File: config.mk
export PLATFORM = sky130hd
export DESIGN_NAME = piso_serializer
export DESIGN_NICKNAME = d
export VERILOG_FILES = /design/src/rtl/seq_pkg.sv /design/src/rtl/piso_serializer.sv
export SDC_FILE = /design/constraint.sdc
export NUM_CORES = 1
export LEC_CHECK = 0
export CAP_MARGIN = 20
export CORE_AREA = 2 2 39 41
export CTS_BUF_LIST = sky130_fd_sc_hd__clkbuf_4 sky130_fd_sc_hd__clkbuf_8 sky130_fd_sc_hd__clkbuf_16
export CTS_CLUSTER_SIZE = 30
export DETAILED_ROUTE_END_ITERATION = 8
export DIE_AREA = 0 0 41 43
export GPL_TIMING_DRIVEN = 0
export PLACE_DENSITY = 0.7
export SLEW_MARGIN = 20
export SYNTH_ARGS = -nofsm -noshare
export SYNTH_HDL_FRONTEND = slang
export SYNTH_SLANG_ARGS = --single-unit
File: constraint.sdc
create_clock -name clk -period 2.03 [get_ports clk]
set_clock_uncertainty 0.2 [all_clocks]
set_input_delay 0.609 -clock clk [delete_from_list [all_inputs] [get_ports clk]]
set_output_delay 0.609 -clock clk [all_outputs]
set_load 0.01 [all_outputs]
File: src/rtl/seq_pkg.sv
// Shared definitions for the serial front end: serializer and "101" detector
// state encodings plus the default serializer word width.
package seq_pkg;

  // Default word width of piso_serializer.
  localparam int unsigned SER_WIDTH = 8;

  // piso_serializer control states.
  typedef enum logic {
    ST_IDLE  = 1'b0,
    ST_SHIFT = 1'b1
  } ser_state_e;

  // moore_seq_101 states, named after the suffix of the stream matched so far.
  typedef enum logic [1:0] {
    DET_S0   = 2'd0,
    DET_S1   = 2'd1,
    DET_S10  = 2'd2,
    DET_S101 = 2'd3
  } det_state_e;

endpackage

File: src/rtl/piso_serializer.sv
// Parallel-in/serial-out stage feeding moore_seq_101. Accepts a WIDTH-bit word
// over valid/ready and shifts it out one bit per clock; words accepted on the
// last-bit cycle stream with no idle gap.
// Ports:
//   clk         in  system clock
//   rst         in  synchronous active-high reset
//   load_valid  in  upstream offers load_data
//   load_ready  out word can be accepted this cycle (forced low during rst)
//   load_data   in  word to serialize, sampled on accept only
//   data_out    out current serial bit (0 when idle)
//   bit_valid   out data_out carries a word bit
//   last_bit    out current bit is the final bit of the word
module piso_serializer
  import seq_pkg::*;
#(
  parameter int unsigned WIDTH     = SER_WIDTH,
  parameter bit          MSB_FIRST = 1'b1
) (
  input  logic             clk,
  input  logic             rst,
  input  logic             load_valid,
  output logic             load_ready,
  input  logic [WIDTH-1:0] load_data,
  output logic             data_out,
  output logic             bit_valid,
  output logic             last_bit
);

  localparam int unsigned      CNT_W    = (WIDTH > 1) ? $clog2(WIDTH) : 1;
  localparam logic [CNT_W-1:0] CNT_LAST = CNT_W'(WIDTH - 1);

  ser_state_e       state_q;
  ser_state_e       state_d;
  logic [WIDTH-1:0] shreg_q;
  logic [WIDTH-1:0] shreg_d;
  logic [CNT_W-1:0] cnt_q;
  logic [CNT_W-1:0] cnt_d;

  logic in_shift;
  logic at_last;
  logic accept;

  // State, shift register and bit counter; reset overrides any reload.
  always_ff @(posedge clk) begin
    if (rst) begin
      state_q <= ST_IDLE;
      shreg_q <= '0;
      cnt_q   <= '0;
    end else begin
      state_q <= state_d;
      shreg_q <= shreg_d;
      cnt_q   <= cnt_d;
    end
  end

  // Output decode from registers; only load_ready also looks at rst.
  always_comb begin
    in_shift   = (state_q == ST_SHIFT);
    at_last    = in_shift && (cnt_q == CNT_LAST);
    bit_valid  = in_shift;
    last_bit   = at_last;
    data_out   = in_shift && (MSB_FIRST ? shreg_q[WIDTH-1] : shreg_q[0]);
    load_ready = !rst && (!in_shift || at_last);
    accept     = load_valid && load_ready;
  end

  // Next-state: load on accept, shift toward the output end, return to idle.
  always_comb begin
    state_d = state_q;
    shreg_d = shreg_q;
    cnt_d   = cnt_q;
    case (state_q)
      ST_IDLE: begin
        if (accept) begin
          shreg_d = load_data;
          cnt_d   = '0;
          state_d = ST_SHIFT;
        end
      end
      ST_SHIFT: begin
        if (cnt_q != CNT_LAST) begin
          shreg_d = MSB_FIRST ? {shreg_q[WIDTH-2:0], 1'b0}
                              : {1'b0, shreg_q[WIDTH-1:1]};
          cnt_d   = cnt_q + CNT_W'(1);
        end else if (accept) begin
          // Reload on the last bit keeps the output stream gap-free.
          shreg_d = load_data;
          cnt_d   = '0;
        end else begin
          cnt_d   = '0;
          state_d = ST_IDLE;
        end
      end
      default: begin
        state_d = ST_IDLE;
        cnt_d   = '0;
      end
    endcase
  end

endmodule
* After elaboration in Yosys (flattened, before gate mapping)
Index checks and enable logic that the tools add are counted.
** Storage, ports and cells
- Logic and storage cells :: 24
- Output and inout bits :: 4
- Input bits :: 11
- Register bits after elaboration :: 12
** Operators by class
- Mux-type cells :: 9
- Eq/ne operators :: 3
- Add/sub/neg operators :: 1
- Bitwise operators :: 1
- Reduce and logical (&&, ||, !) cells :: 7
** Operators with widths (number)
- $mux W8 :: 2
- $pmux W8 S2 :: 1
- $mux W3 :: 2
- $pmux W3 S2 :: 1
- $logic_and A1 B1 Y1 :: 4
- $add A3 B1 Y3 const B :: 1
- $eq A3 B3 Y1 const B :: 1
- $ne A3 B3 Y1 const B :: 1
- $logic_not A1 Y1 :: 2
- $mux W1 :: 2
- $ne A2 B2 Y1 const B :: 1
- $pmux W1 S2 :: 1
- $logic_or A1 B1 Y1 :: 1
- $not A1 Y1 :: 1

* Depth between registers and ports, before layout
Gate-level depths: netlist (run 1).
- Word-level depth :: 8
- Mapped depth :: 5
- Gate-level depth less buffers :: 4

* Least setup slack after synthesis (run 1)
No wires, ideal clock.
- Path type :: register -> output
- Start :: reg cnt_q[0]
- End :: out load_ready
- Data required time :: 1.221 ns
- Path buffers :: 1
- Arrival :: 1.028 ns
- Cell stages (with the launch flop) :: 6
- Setup slack :: 0.193 ns
- Path through :: dfxtp_1 ha_1 ha_1 buf_2 nor2b_1 nor2_1
** Between the ends
- Word-level cells in the longest chain between the ends :: 4
** Ends and longest elaborated chain
- start, declared :: line piso_serializer.sv:36 : logic [CNT_W-1:0] cnt_q;
- start signal, assigned :: line piso_serializer.sv:52 : cnt_q <= cnt_d;
- $eq A3 B3 Y1 :: line piso_serializer.sv:59 : at_last = in_shift && (cnt_q == CNT_LAST);
- $logic_and A1 B1 Y1 :: line piso_serializer.sv:59
- $logic_or A1 B1 Y1 :: line piso_serializer.sv:63 : load_ready = !rst && (!in_shift || at_last);
- $logic_and A1 B1 Y1 :: line piso_serializer.sv:63
- end, declared :: line piso_serializer.sv:22 : output logic load_ready,
Every way passes these cells.

* Worst setup path after layout (run 1)
Ends and elaborated chain as after synthesis.

==> metrics.csv, run 1 <==
stage;metric;value;unit
outcome;status;finished with violations;
outcome;violated_checks;negative setup slack;
worst_setup_path;worst_r2r_path_depth;6;
cts;cts.root.buffer_cell;sky130_fd_sc_hd__clkbuf_4;
finish;drive_gt1_share;24.7;%
global_routing;gr_overflow_total;0;
timing;timing_max_transition_violations_final;0;
global_routing;grt_pass1_wl;1.99;mm
worst_setup_path;crit_arrival;1250;ps
synth;synth_top_flop_cell;sky130_fd_sc_hd__dfxtp_1;
detailed_routing;vias_per_cell;5.20;
global_routing;vias_in_the_first_global_route;453;
timing;setup_viol;2;
detailed_routing;met2_wirelength;591;µm
cts;cts_buffers;3;
detailed_routing;dr_total_vias;484;
job;maxCapViolations;0;
detailed_routing;postRouteAntennaNets;0;
timing;hold_ws;334;ps
cts;cts.clk_slew.worst_paths;70;ps
hold_path;timing.hold.worst.start;shreg_q[0]$_SDFF_PP0_;
detailed_routing;drt_wl_total;1.21;mm
detailed_routing;routed-wl-met3;73;µm
synth;synth.area.top_cells;sky130_fd_sc_hd__dfxtp_1 (42%), sky130_fd_sc_hd__mux2i_1 (14%), sky130_fd_sc_hd__a211oi_1 (9.1%), sky130_fd_sc_hd__nor3b_1 (9.1%), sky130_fd_sc_hd__or3b_1 (6.1%);
detailed_routing;routed_met1_length;534;µm
floorplanning;io_pins;15;
timing;final_min_period_over_clock_period;102;%
detailed_routing;average_wire_per_cell_in_the_routed_design;13.0;µm
synth;post_synth_inst_count;58;
timing;final_period_minus_worst_setup_slack;2060;ps
timing;timing.final.hold_violations;0;
synth;synth-edff-count;0;
worst_setup_path;startpoint_type;flip-flop;
worst_setup_path;endpoint_kind;output pin;
finish;fin_nets;92;
cts;tritoncts_num_sinks;12;
synth;number_of_distinct_library_cells_after_synthesis;18;
hold_path;holdPathStages;2;
finish;design_area;813;µm²
global_routing;gr-usage-all-layers;17.8;%
cts;post_cts_hold_buffer_count;0;
finish;insertedDiodeCount;0;
detailed_routing;dr.max_layer_used;met4;
place;io_buffer_count;14;
worst_setup_path;regToRegEndpoint;cnt_q[0]$_SDFFE_PP0P_;
floorplanning;std_cell_rows;14;
detailed_routing;iteration_0_drc_count_of_the_detailed_router;3;
power_and_ir_drop;power.density;612;nW/µm²
timing;finalWorstSetupSlack;-32.4;ps
place;post-dp-hpwl;797;µm
floorplanning;die_area;1760;µm²
worst_setup_path;path_max_fanout;5;
global_routing;grt_antenna_before_repair;0;
finish;seqCellArea;246;µm²
cts;maximum_root_to_sink_buffer_count;2;
cts;clkLatencyLatePin;280;ps
timing;timing_worst_slew_pin_value;373;ps
floorplanning;floorplan.initialDensity;41.8;%
power_and_ir_drop;vdd_ir_drop_max;0.000391;V
synth;synthDominantAreaCellType;sky130_fd_sc_hd__dfxtp_1;
synth;synthDominantCellAreaShare;41.6;%
synth;synth_commonest_cells;sky130_fd_sc_hd__dfxtp_1 (12), sky130_fd_sc_hd__mux2i_1 (8), sky130_fd_sc_hd__a211oi_1 (7), sky130_fd_sc_hd__nor3b_1 (7);
worst_setup_path;worst_reg2reg_startpoint;cnt_q[0]$_SDFFE_PP0P_;
hold_path;worstHoldPathType;flip-flop to flip-flop;
synth;synthesis.yosys.warnings;0;
finish;layout-area-overhead-vs-synth;40.7;%
synth;yosysSeqAreaShare;41.6;%
timing;fin_setup_tns;-60.9;ps
detailed_routing;detail_route.drc_violations;0;
synth;syn-cell-area;578;µm²
global_routing;grt_max_degree;14;
finish;final.fill_count;133;
floorplanning;placeableCoreArea;1380;µm²
synth;async_reset_ff_share;0;%
power_and_ir_drop;p_leak;0.000342;µW
cts;tritoncts;done;
timing;max_freq;0.485;GHz
synth;yosysMostFrequentCell;sky130_fd_sc_hd__dfxtp_1;
place;pre_cts_ws;-928;ps
detailed_routing;detailedRoute.firstPassIterationCount;2;
timing;timing.max_slew.rel_slack;75.2;%
place;post_dp_cell_area;738;µm²
worst_setup_path;path_class;flip-flop to output pin;
place;routabilityCongestion;0.675;
timing;grt_setup_unrepaired;true;
finish;multi_input_comb_area;339;µm²
worst_setup_path;worst-r2r-setup-slack;340;ps
synth;syn-num-nets;71;
synth;synth.ff_latch_count;12;
floorplanning;chipHeight;43;µm
synth;syn_area_per_cell;9.97;µm²
worst_setup_path;worst_ep_required_time;1220;ps
floorplanning;fp.dieW;41;µm
cts;cts_max_level;1;
hold_path;min_delay_worst_endpoint;shreg_q[0]$_SDFF_PP0_;
## per-stage QoR
step                      power, µW  utilization [%]  cells
after floorplan                 313                -     58
after global placement          351             53.3     88
after detailed placement        353             53.3     88
after CTS                       506             59.5     93
after global routing            529             58.8     93
final                           498             58.8     93
## report_power, final
part / internal, µW / switching (µW) / leakage [µW]
logic: 52.6 / 34.6 / 0.000228
registers: 252 / 11.1 / 0.000100
clock network: 68.8 / 78.5 / 0.0000138
## routing by layer
metal / GRT usage (%) / vias up
met5: 0 / -
met4: 8.00 / 0
met3: 9.42 / 2
met2: 26.6 / 13
met1: 19.9 / 221
li1: - / 248
## registers in the layout, indices dropped and copies added, names as in the netlist
signal	flops
bit_valid	1
cnt_q	3
shreg_q	8
## worst max-delay path: stages, from the launching register on
cell                      delay (ps)
sky130_fd_sc_hd__dfxtp_2         340
sky130_fd_sc_hd__ha_4            160
sky130_fd_sc_hd__ha_4            170
sky130_fd_sc_hd__nor2b_4         110
sky130_fd_sc_hd__nor2_1           40
sky130_fd_sc_hd__buf_2           140
## cells in the final DEF (no fill, tap or decap)
cell,n
sky130_fd_sc_hd__buf_6,1
sky130_fd_sc_hd__a21oi_1,4
sky130_fd_sc_hd__buf_4,4
sky130_fd_sc_hd__and2_1,2
sky130_fd_sc_hd__nand2_1,2
sky130_fd_sc_hd__mux2i_1,8
sky130_fd_sc_hd__nor3b_1,7
sky130_fd_sc_hd__clkbuf_4,3
sky130_fd_sc_hd__a211oi_1,7
sky130_fd_sc_hd__or3b_1,4
sky130_fd_sc_hd__nand2b_1,1
sky130_fd_sc_hd__nor2b_4,1
sky130_fd_sc_hd__nor3_1,1
sky130_fd_sc_hd__clkbuf_1,1
sky130_fd_sc_hd__inv_1,1
sky130_fd_sc_hd__dfxtp_2,2
sky130_fd_sc_hd__clkbuf_8,1
sky130_fd_sc_hd__nor2_1,1
sky130_fd_sc_hd__ha_4,2
sky130_fd_sc_hd__dfxtp_1,9
sky130_fd_sc_hd__clkbuf_2,2
sky130_fd_sc_hd__buf_2,2
sky130_fd_sc_hd__dfxtp_4,1
sky130_fd_sc_hd__clkdlybuf4s50_1,9
sky130_fd_sc_hd__dlymetal6s2s_1,1
## cell type report
| class | instances | share of cell area [%] |
|---|---|---|
| flip-flops and latches | 12 | 30.3 |
| plain buffers | 3 | 3.54 |
| multi-input cells | 40 | 41.7 |
| inverters | 1 | 0.462 |
| well taps | 16 | 2.46 |
| clock buffers | 3 | 2.77 |
| repair buffers | 18 | 18.8 |
## cells by family (layout without fill, tap and decap cells)
logic type / count (synthesis) / in the layout / synth area share, %
buf+inv: 6 / 25 / 5.41
fa+ha+maj: 2 / 2 / 4.33
mux: 8 / 8 / 13.9
compound gates: 11 / 11 / 12.6
simple gates: 19 / 19 / 22.3
flops: 12 / 12 / 41.6
## what timing repair did
| item | in CTS | in global routing |
|---|---|---|
| setup buffers | 3 | 1 |
| setup endpoints to repair | 4 | 4 |
| gates resized for setup | 26 | 4 |
| pin swaps | 1 | 1 |
## how the worst max path moves through the flow
stage,startpoint,end,slack (ps),cells after the start
after detailed placement,rst,load_ready,-930,4
final,cnt_q[0]$_SDFFE_PP0P_,load_ready,-30,5
after global placement,rst,load_ready,-900,4
after floorplan,cnt_q[0]$_SDFFE_PP0P_,load_ready,190,5
after global routing,cnt_q[0]$_SDFFE_PP0P_,load_ready,-90,5
after CTS,cnt_q[0]$_SDFFE_PP0P_,load_ready,-130,6
No activity file was read; power rests on OpenSTA's default activity.
==> run 2, diff against run 1 <==
REMOVE_ABC_BUFFERS = 1   (was unset)
==> metrics.csv, run 2 (synthesis results as in run 1) <==
stage;metric;value;unit
finish;utilization;59.3;%
cts;post_cts_hold_buffer_count;0;
detailed_routing;drt_wl_total;1.12;mm
worst_setup_path;timing.critical_path.cells;ha_4, ha_4, buf_6, nor2b_4, nor2_1, buf_2;
timing;setup_viol;1;
global_routing;vias_in_the_first_global_route;426;
worst_setup_path;worst_r2r_path_depth;6;
global_routing;grt_pass1_wl;1.90;mm
cts;tritoncts_num_sinks;12;
detailed_routing;detail_route.drc_violations;0;
worst_setup_path;worst-r2r-setup-slack;290;ps
detailed_routing;average_wire_per_cell_in_the_routed_design;12.1;µm
finish;largest_register;shreg_q;
place;pre_cts_ws;-765;ps
outcome;status;finished with violations;
finish;layout.cells.most_common_list;sky130_fd_sc_hd__dfxtp_1 (9), sky130_fd_sc_hd__clkdlybuf4s50_1 (9), sky130_fd_sc_hd__mux2i_1 (8);
worst_setup_path;crit_arrival;1310;ps
power_and_ir_drop;combPwrFrac;17.6;%
hold_path;timing.hold.worst.start;shreg_q[0]$_SDFF_PP0_;
power_and_ir_drop;vdd_ir_drop_max;0.000352;V
job;maxCapViolations;0;
worst_setup_path;worst_ep_required_time;1220;ps
outcome;violated_checks;negative setup slack;
timing;final_period_minus_worst_setup_slack;2120;ps
hold_path;holdPathStages;2;
floorplanning;placeableCoreArea;1380;µm²
worst_setup_path;startpoint;cnt_q[0]$_SDFFE_PP0P_;
cts;cts.root.buffer_cell;sky130_fd_sc_hd__clkbuf_4;
timing;final_min_period_over_clock_period;104;%
detailed_routing;dr_total_vias;468;
timing;grt_setup_unrepaired;true;
finish;number_of_flip_flops_in_the_largest_register;8;
timing;timing_max_transition_violations_final;0;
floorplanning;std_cell_rows;14;
floorplanning;floorplan.initialDensity;41.8;%
place;placed_cells_incl_taps;83;
worst_setup_path;worst_reg2reg_startpoint;cnt_q[0]$_SDFFE_PP0P_;
place;io_buffer_count;14;
global_routing;grt_antenna_before_repair;0;
cts;cts_max_level;1;
finish;insertedDiodeCount;0;
timing;max_freq;0.472;GHz
timing;timing.max_slew.rel_slack;60.1;%
detailed_routing;iteration_0_drc_count_of_the_detailed_router;5;
place;routabilityCongestion;0.629;
cts;maximum_root_to_sink_buffer_count;2;
timing;hold_ws;330;ps
place;post-dp-hpwl;709;µm
global_routing;grt_max_degree;17;
floorplanning;io_pins;15;
timing;finalWorstSetupSlack;-89.8;ps
timing;fin_setup_tns;-89.8;ps
floorplanning;die_area;1760;µm²
global_routing;gr_overflow_total;0;
finish;layout-area-overhead-vs-synth;42.0;%
power_and_ir_drop;pwr-share-seq;53.4;%
power_and_ir_drop;switchingPower;119;µW
power_and_ir_drop;power.switching_fraction;24.3;%
worst_setup_path;endpoint_kind;output pin;
cts;clkLatencyLatePin;260;ps
floorplanning;fp.dieW;41;µm
worst_setup_path;startpoint_type;flip-flop;
worst_setup_path;path_max_fanout;3;
detailed_routing;postRouteAntennaNets;0;
worst_setup_path;path_class;flip-flop to output pin;
floorplanning;chipHeight;43;µm
cts;cts.clk_slew.worst_paths;80;ps
power_and_ir_drop;power.density;598;nW/µm²
global_routing;gr-usage-all-layers;15.5;%
timing;timing_worst_slew_pin_value;597;ps
detailed_routing;vias_per_cell;5.03;
finish;instances_no_fill;93;
finish;final.fill_count;117;
worst_setup_path;crit_top_cell;sky130_fd_sc_hd__ha_4;
finish;fin_nets;92;
worst_setup_path;cpMaxStageDelayCell;sky130_fd_sc_hd__dfxtp_2;
hold_path;worstHoldPathType;flip-flop to flip-flop;
finish;drive_gt1_share;24.7;%
worst_setup_path;critical_path.max_stage_delay;340;ps
cts;tritoncts;done;
power_and_ir_drop;p_leak;0.000345;µW
cts;cts_buffers;3;
power_and_ir_drop;p_int;372;µW
detailed_routing;detailedRoute.firstPassIterationCount;4;
power_and_ir_drop;clock_power_share;29.0;%
timing;timing.final.hold_violations;0;
==> run 2: cell types whose count changed in the layout (fill, tap and decap cells not counted), sizes merged <==
cell,previous run,this run
buf,7,9
dlygate4sd2,0,1
clkbuf,7,3
clkdlybuf4s15,0,1
==> run 2: per-layer routing <==
layer  global-route usage, %  vias up  part of all wire [%]
li1                        -      247                     -
met3                    3.14        0                   5.0
met2                    21.3       11                    43
met5                       0        -                     0
met1                    24.1      210                    52
met4                    4.00        0                     0
==> run 2: cell type report <==
class / count / area, µm² / area share (%)
sequential: 12 / 246 / 30.0
inverter: 1 / 3.75 / 0.457
clock buffer: 3 / 22.5 / 2.74
tap: 16 / 20.0 / 2.44
timing repair buffer: 21 / 189 / 23.0
multi-input combinational: 40 / 339 / 41.3
==> run 2: per-stage QoR <==
| step | power, µW | instance area [µm²] |
|---|---|---|
| 2_1_floorplan | 305 | 551 |
| 3_3_place_gp | 345 | 711 |
| 3_5_place_dp | 348 | 711 |
| 4_1_cts | 492 | 811 |
| 5_1_grt | 514 | 821 |
| 6_report | 491 | 821 |
==> run 2: final timing paths <==
check                                to
setup reg to reg  shreg_q[2]$_SDFF_PP0_
hold reg to reg   shreg_q[0]$_SDFF_PP0_
hold / removal    shreg_q[0]$_SDFF_PP0_
setup / recovery             load_ready
==> run 2: timing repair <==
action / in CTS / in global routing
gates resized for setup: 23 / 1
hold endpoints to repair: 0 / 0
buffers inserted: 6 / 1
endpoints found under the setup margin: 4 / 4
pin swaps: 1 / 1
==> run 2: power groups by stage <==
stage	Clock [µW]	Combinational (µW)	Sequential, µW
global route	153	97.8	263
global placement	0	75.7	270
finish	143	86.4	262
floorplan	0	37.5	267
CTS	142	87.8	262
detailed placement	0	77.1	271
==> run 2: critical path: cells and delay by family, from the launching register on <==
family,cells,cell delay [ps]
flops,1,340
fa+ha+maj,2,310
buf+inv,2,250
simple gates,2,140
==> run 3, diff against run 2 <==
CORE_AREA = unset   (was 2 2 39 41)
CORE_MARGIN = 2   (was unset)
CORE_UTILIZATION = 41   (was unset)
DIE_AREA = unset   (was 0 0 41 43)
GPL_ROUTABILITY_DRIVEN = 0   (was unset)
clock period = 1.93 ns   (was 2.03 ns; I/O delays follow)
==> metrics.csv, run 3 (synthesis results as in run 1) <==
stage;metric;value;unit
outcome;status;finished with violations;
outcome;violated_checks;negative setup slack;
cts;maximum_root_to_sink_buffer_count;2;
hold_path;timing.hold.worst.start;shreg_q[0]$_SDFF_PP0_;
cts;cts.clk_slew.worst_paths;80;ps
timing;grt_setup_unrepaired;true;
timing;final_min_period_over_clock_period;110;%
timing;timing.final.hold_violations;0;
cts;tritoncts;done;
timing;timing.max_slew.rel_slack;60.4;%
floorplanning;die_area;1730;µm²
finish;fin_nets;90;
power_and_ir_drop;p_leak;0.000344;µW
timing;max_freq;0.473;GHz
cts;cts.root.buffer_cell;sky130_fd_sc_hd__clkbuf_4;
global_routing;groute.layer.met2.usage;20.6;%
worst_setup_path;crit_arrival;1340;ps
worst_setup_path;worst_reg2reg_startpoint;cnt_q[0]$_SDFFE_PP0P_;
finish;largest_register;shreg_q;
power_and_ir_drop;p_int;433;µW
finish;layout.cells.most_common_list;sky130_fd_sc_hd__dfxtp_1 (9), sky130_fd_sc_hd__mux2i_1 (8), sky130_fd_sc_hd__clkdlybuf4s50_1 (8);
timing;timing_max_transition_violations_final;0;
power_and_ir_drop;pwr-share-seq;48.9;%
worst_setup_path;cpMaxStageDelayCell;sky130_fd_sc_hd__dfxtp_2;
finish;final.fill_count;110;
worst_setup_path;critical_path.max_stage_delay;340;ps
worst_setup_path;endpoint_kind;output pin;
worst_setup_path;worst_r2r_path_depth;6;
place;io_buffer_count;14;
job;maxCapViolations;0;
timing;finalWorstSetupSlack;-185;ps
cts;cts_max_level;1;
global_routing;grt_max_degree;14;
global_routing;gr_overflow_total;0;
worst_setup_path;startpoint;cnt_q[0]$_SDFFE_PP0P_;
global_routing;grt.met1_usage;17.3;%
global_routing;met3_usage;6.96;%
detailed_routing;vias_per_cell;5.22;
power_and_ir_drop;power.density;694;nW/µm²
finish;utilization;62.6;%
finish;number_of_flip_flops_in_the_largest_register;8;
worst_setup_path;critical_path.top_delay_family;flip-flops;
global_routing;grt_pass1_wl;1.85;mm
floorplanning;floorplan.initialDensity;44.4;%
floorplanning;io_pins;15;
detailed_routing;postRouteAntennaNets;0;
detailed_routing;detail_route.drc_violations;0;
power_and_ir_drop;total_power;565;µW
detailed_routing;average_wire_per_cell_in_the_routed_design;12.7;µm
timing;setup_viol;2;
worst_setup_path;timing.critical_path.cells;ha_4, ha_4, buf_6, nor2b_4, nor2_1, buf_2;
cts;clkLatencyLatePin;280;ps
global_routing;grt_antenna_before_repair;0;
floorplanning;chipHeight;41.6;µm
detailed_routing;drt_wl_total;1.15;mm
worst_setup_path;path_max_fanout;3;
finish;layout-area-overhead-vs-synth;40.9;%
floorplanning;placeableCoreArea;1300;µm²
hold_path;worstHoldPathType;flip-flop to flip-flop;
worst_setup_path;worst-path-buf-inv;2;
floorplanning;std_cell_rows;13;
hold_path;holdPathStages;2;
global_routing;vias_in_the_first_global_route;412;
timing;timing_worst_slew_pin_value;593;ps
place;post-dp-hpwl;727;µm
worst_setup_path;worst_ep_required_time;1150;ps
worst_setup_path;worst-r2r-setup-slack;170;ps
global_routing;busiest_layer;met2;
cts;cts_buffers;3;
detailed_routing;detailedRoute.firstPassIterationCount;4;
worst_setup_path;crit_top_cell;sky130_fd_sc_hd__ha_4;
power_and_ir_drop;switchingPower;133;µW
power_and_ir_drop;power.switching_fraction;23.5;%
hold_path;min_delay_worst_endpoint;shreg_q[0]$_SDFF_PP0_;
power_and_ir_drop;vdd_ir_drop_max;0.000472;V
cts;tritoncts_num_sinks;12;
power_and_ir_drop;combPwrFrac;15.7;%
floorplanning;fp.dieW;41.6;µm
detailed_routing;dr_total_vias;475;
power_and_ir_drop;clock_power_share;35.4;%
detailed_routing;iteration_0_drc_count_of_the_detailed_router;8;
worst_setup_path;startpoint_type;flip-flop;
finish;insertedDiodeCount;0;
global_routing;gr-usage-all-layers;14.1;%
worst_setup_path;regToRegEndpoint;shreg_q[4]$_SDFF_PP0_;
finish;layout_commonest_cell;sky130_fd_sc_hd__dfxtp_1;
finish;drive_gt1_share;22.4;%
timing;final_period_minus_worst_setup_slack;2120;ps
worst_setup_path;path_class;flip-flop to output pin;
==> run 3: worst reg2reg max path, delay by kind of cell (launching register included) <==
family | cells | cell delay [ps]
AOI/OAI and AO/OA | 1 | 270
DFF | 1 | 340
and+or+nand+nor | 1 | 270
adders and majority gates | 2 | 310
buffers and inverters | 2 | 280
==> run 3: layout make-up <==
class                      instances  area [µm²]  area share (%)
multi-input combinational         40         339            41.6
sequential                        12         246            30.3
timing repair buffer              19         170            20.9
clock buffer                       4        36.3            4.45
tap                               15        18.8            2.30
inverter                           1        3.75           0.461
==> run 3: worst max path at each step <==
stage | endpoint | slack, ps | cells past startpoint
floorplan | load_ready | 150 | 4
global placement | load_ready | -810 | 3
detailed placement | load_ready | -790 | 3
CTS | load_ready | -190 | 6
global route | load_ready | -250 | 6
finish | load_ready | -190 | 6
==> run 3: per-stage QoR <==
stage          hold WS [ps]  cell area [µm²]  setup TNS, ps  instances  setup slack, ps
2_1_floorplan           296              551              0         53              152
3_3_place_gp            321              709          -3910         82             -815
3_5_place_dp            330              709          -3800         82             -786
4_1_cts                 343              812           -234         91             -186
5_1_grt                 379              815           -316         91             -248
6_report                348              815           -211         91             -185
==> run 3: per-layer routing <==
metal	part of all wire, %	up-vias
li1	-	244
met1	48	221
met2	46	8
met3	4.8	2
met5	0	-
met4	0.43	0
==> run 3: repair_timing <==
item / 4_1_cts / 5_1_grt
gates resized for setup: 22 / 1
hold endpoints to repair: 0 / 0
buffers inserted: 5 / 0
pin swaps: 1 / 1
hold buffers: 0 / 0
setup endpoints to repair: 4 / 6
==> run 3: power by group through the flow <==
stage	registers [µW]	clock network, µW	logic (µW)
6_report	276	200	88.7
5_1_grt	278	218	97.3
4_1_cts	277	205	89.5
3_5_place_dp	285	0	80.8
3_3_place_gp	284	0	80.0
2_1_floorplan	281	0	39.4
